[src/rtl/instr_fetch.sv]
// MIPS instruction-fetch stage: PC register, req/ready fetch from instruction memory,
// instruction hold for decode, and next-PC selection from the J/B/Zero feedback.
module instr_fetch #(
  parameter logic [31:0] PC_RESET = 32'h0000_0000,
  parameter int unsigned IMEM_AW  = 10
) (
  input  logic               clk,
  input  logic               rst_n,
  output logic               imem_req,
  output logic [IMEM_AW-1:0] imem_addr,
  input  logic               imem_ready,
  input  logic [31:0]        imem_rdata,
  input  logic               id_ready,
  input  logic               J,
  input  logic               B,
  input  logic               Zero,
  output logic               instr_valid,
  output logic [31:0]        PC,
  output logic [31:0]        Instr,
  output logic [5:0]         OpCode,
  output logic [5:0]         Funct,
  output logic [31:0]        retire_cnt
);

  typedef enum logic [1:0] {StIdle, StReq, StHold} state_e;

  state_e      state_q;
  logic [31:0] pc_q;
  logic [31:0] instr_q;
  logic [31:0] retire_q;
  logic        req_q;
  logic        valid_q;

  logic [31:0] pc4;
  logic [31:0] jump_tgt;
  logic [31:0] br_off;
  logic [31:0] next_pc;

  always_comb begin
    pc4      = pc_q + 32'd4;
    jump_tgt = {pc4[31:28], instr_q[25:0], 2'b00};
    br_off   = {{14{instr_q[15]}}, instr_q[15:0], 2'b00};
    next_pc  = pc4;
    if (J) begin
      next_pc = jump_tgt;
    end else if (B && Zero) begin
      next_pc = pc4 + br_off;
    end
  end

  // Outputs are registered alongside the state so they are glitch-free.
  always_ff @(posedge clk or negedge rst_n) begin
    if (!rst_n) begin
      state_q  <= StIdle;
      pc_q     <= PC_RESET;
      instr_q  <= '0;
      retire_q <= '0;
      req_q    <= 1'b0;
      valid_q  <= 1'b0;
    end else begin
      unique case (state_q)
        StIdle: begin
          state_q <= StReq;
          req_q   <= 1'b1;
        end
        StReq: begin
          if (imem_ready) begin
            instr_q <= imem_rdata;
            state_q <= StHold;
            req_q   <= 1'b0;
            valid_q <= 1'b1;
          end
        end
        StHold: begin
          if (id_ready) begin
            pc_q     <= next_pc;
            retire_q <= retire_q + 32'd1;
            state_q  <= StReq;
            req_q    <= 1'b1;
            valid_q  <= 1'b0;
          end
        end
        default: begin
          state_q <= StIdle;
          req_q   <= 1'b0;
          valid_q <= 1'b0;
        end
      endcase
    end
  end

  assign imem_req    = req_q;
  assign imem_addr   = pc_q[IMEM_AW+1:2];
  assign instr_valid = valid_q;
  assign PC          = pc_q;
  assign Instr       = instr_q;
  assign OpCode      = instr_q[31:26];
  assign Funct       = instr_q[5:0];
  assign retire_cnt  = retire_q;

endmodule

[config.mk]
export PLATFORM = sky130hd
export DESIGN_NAME = instr_fetch
export DESIGN_NICKNAME = d
export VERILOG_FILES = /design/src/rtl/instr_fetch.sv
export SDC_FILE = /design/constraint.sdc
export NUM_CORES = 1
export LEC_CHECK = 0
export CAP_MARGIN = 25
export CORE_MARGIN = 3
export CORE_UTILIZATION = 34
export DETAILED_ROUTE_END_ITERATION = 8
export PLACE_DENSITY = 0.67
export SLEW_MARGIN = 10
export SYNTH_ARGS = -nofsm -noshare
export SYNTH_HDL_FRONTEND = slang
export SYNTH_SLANG_ARGS = --single-unit
export TNS_END_PERCENT = 5
[constraint.sdc]
create_clock -name clk -period 3.73 [get_ports clk]
set_clock_uncertainty 0.1 [all_clocks]
set_input_delay 0.746 -clock clk [delete_from_list [all_inputs] [get_ports clk]]
set_output_delay 0.746 -clock clk [all_outputs]
set_load 0.02 [all_outputs]
==> impl_results.md <==
* Status: complete, no violations
* Worst hold-check path type: in2async
* Worst EP arrival at approximately 3.7 ns
* FMAX at 278 MHz
* Max_cap viols at 0
* Cells after synthesis at 704
* IO Pins at 159
* CP max stage cell: dfrtp_2
* Core area at 18800 um^2
* Placed Cells at about 1100
* Die height at 145 um
* Gr ovfl total at 0
* Final setup vio count at 0
* Logic pwr share at 66.0%
* RSZ-0062 raised after global routing: true
* Psw at 3.86 mW
* Drt pass-1 iters at 5
* Crit. Startpoint: PC[5]
* Post-synth top flop: dfrtp_1
* Most frequent cell after synthesis: dfrtp_1
* Slowest Stage Delay on Critical Path at 0.37 ns
* Max-slew violations at 0
* First-pass GRT wire length at about 32 mm
* Slew @ Worst Pin at 0.654 ns
* Rel. slew slack at 56.4%
* Final Critical Period at 3.59 ns
* Hold WS at 0.235 ns
* Syn_area_per_cell at 9.33 um^2
* WP depth at 17
* Clock Tree Root: clkbuf_16
* Post-DP HPWL at 14.1 mm
* Register area share after synthesis at 37.0%
* Die area at 21000 um^2
* Initial antenna violation count at 1
* Final hold violations at 0
* Commonest cells post-synth: dfrtp_1 (97), nand2_1 (74), xnor2_1 (53)
* WL/cell at 17.2 um
* FFs w/ async S/R, synth at between 90% and 100%
* Largest net degree at the start of global routing at 79
* Clock power share at 12.0%
* Int Power at 4.64 mW
* Critical-path cell list: and4_4 -> and3_4 -> nand3_4 -> buf_4 -> nor2_2 -> nand3_2 -> xnor2_2 -> ha_1 -> a21o_1 -> a21oi_1 -> nand3b_1 -> nand3b_1 -> a41oi_4 -> xnor2_1 -> nor2_1 -> a211oi_2 -> o31ai_1
* Crit path required time at 3.86 ns
* CP delay by family, top: simple AND/OR/NAND/NOR gates
* WS Path Type: reg2reg
* Layout Utilization at 48.3%
* H-tree depth at 3
* CTS clk-pin slew, worst paths at 0.08 ns
* CP Capture Type: register
* VDD IR max at 529 uV
* Top-area cell type share of the netlist area at 37.0%
* Pleak at 3.95 nW
* DR vias at 5965
* Crit start category: register
* Fin nets at 953
* Tcrit/Tclk final at 96.3%
* DRC Markers at 0
* Row cnt at 50
* CTS tree: yes
* Vias per inst at 5.23
* Final wirelength at roughly 20 mm
* Drt first-iter violations at 355
* Post-CTS Hold Fix Bufs at 0
* Synth Cell Area at 6570 um^2
* Area leader, netlist: dfrtp_1
* GPL Wtd Cong at 0.889
* Seq pwr share at between 20% and 30%
* Fin cells at 1141
* R2R Path Start: PC[5]
* Worst skew pair latency at 0.35 ns
* Sink Count at 97
* Layout cell share with drive strength beyond 1 at 16.0%
* CP Buf/Inv Count at 1
* Post-synth EDFFs at 0
* Vias in the first global route at 5914
* Routed Antenna Nets at 0
* All-Layer GR Usage at around 18%
* Clk buf depth at 2
* Die X at 145 um
* Syn. warnings at 0
* Setup Total Neg Slack at 0 ns
* Area delta synth->final at 38.5%
* Reg2Reg Depth at 17
* Critical Path Fanout Max at 4
* Total power draw at 8.50 mW
* CTS Buf Count at 9
* Initial Util at roughly a third
* Most used cell, CP: nand3b_1
* Power Density at ~930 nW/um^2
* Yosys cell types at slightly above 60
* Synth area leaders: dfrtp_1 (37%), ha_1 (7.2%), xnor2_1 (7.1%)
* Synth Register Bits at 97
* Buffers on Ports at approximately 160
* Switching share of power at 45.4%
-- layer usage --
metal	up-vias	track usage, %	share of wire (%)
met5	-	0	0
met4	0	5.23	1.6
met3	20	2.62	3.9
met2	161	29.6	49
met1	2925	25.3	46
li1	2859	-	-
-- kinds of logic after synthesis --
group,Yosys count,share of synthesized area [%]
and+or+nand+nor,233,17.9
adders and majority gates,39,7.54
AOI/OAI and AO/OA,159,15.9
other,1,0.0571
DFF,97,37.0
xor gates and xnor gates,82,10.9
muxes,36,6.10
buffers and inverters,57,4.69
-- power groups by stage --
| stage | clock network (mW) | registers (mW) | logic (mW) |
|---|---|---|---|
| global route | 1.08 | 1.94 | 6.12 |
| detailed placement | 0 | 1.87 | 5.33 |
| floorplan | 0 | 2.28 | 3.00 |
| global placement | 0 | 1.86 | 5.31 |
| CTS | 1.04 | 1.86 | 5.38 |
| finish | 1.02 | 1.87 | 5.61 |
-- final timing paths --
path | end | slack, ns
setup reg to reg | PC[25] | 0.14
min in group clk | retire_cnt[31] | 0.38
hold reg to reg | retire_cnt[31] | 0.38
max in group asynchronous | PC[4] | 2.67
setup / recovery | PC[25] | 0.14
hold / removal | PC[28] | 0.23
-- sequential cells by signal, indices dropped and copies added, names as in the netlist --
register / cells
instr_valid: 1
Instr: 32
state_q: 2
retire_cnt: 32
PC: 30
-- placed cells by master, fill, tap and decap left out, drive strengths merged, types with 3 or more instances in the layout --
| master | count |
|---|---|
| clkdlybuf4s50 | 155 |
| dfrtp | 97 |
| nand2 | 75 |
| xnor2 | 53 |
| buf | 52 |
| o21ai | 48 |
| nor2 | 46 |
| ha | 38 |
| nand3 | 36 |
| a21oi | 33 |
| mux2 | 32 |
| xor2 | 29 |
| and3 | 20 |
| a21o | 18 |
| nand4 | 14 |
| nor3 | 12 |
| a211oi | 12 |
| inv | 11 |
| clkbuf | 9 |
| o211ai | 8 |
| and4 | 7 |
| o21bai | 6 |
| and2 | 5 |
| or3 | 4 |
| mux2i | 4 |
| o31ai | 4 |
| clkinv | 4 |
| nand2b | 3 |
| a31oi | 3 |
| nand3b | 3 |
| nor2b | 3 |
| nor4 | 3 |
| a41oi | 3 |
-- timing repair --
action | in CTS | in global routing
endpoints found under the hold margin | 0 | 0
pin swaps | 0 | 10
setup endpoints to repair | 4 | 13
gates resized for setup | 3 | 33
setup buffers | 0 | 4
-- cell type report --
| type | count | area, um^2 |
|---|---|---|
| fill | 1757 | 9730 |
| clock inverter | 7 | 100 |
| tap | 260 | 325 |
| antenna | 1 | 2.50 |
| timing repair buffer | 207 | 1970 |
| sequential | 97 | 2430 |
| clock buffer | 9 | 225 |
| multi-input combinational | 551 | 4000 |
| inverter | 9 | 33.8 |
-- per-stage QoR --
stage               area [um^2]  setup WS [ns]
floorplan                  6580         0.0129
global route               9100        -0.0381
CTS                        8870         0.0128
finish                     9100          0.137
detailed placement         8530        -0.0792
global placement           8530         0.0297
Power figures use the tool's default switching activity.
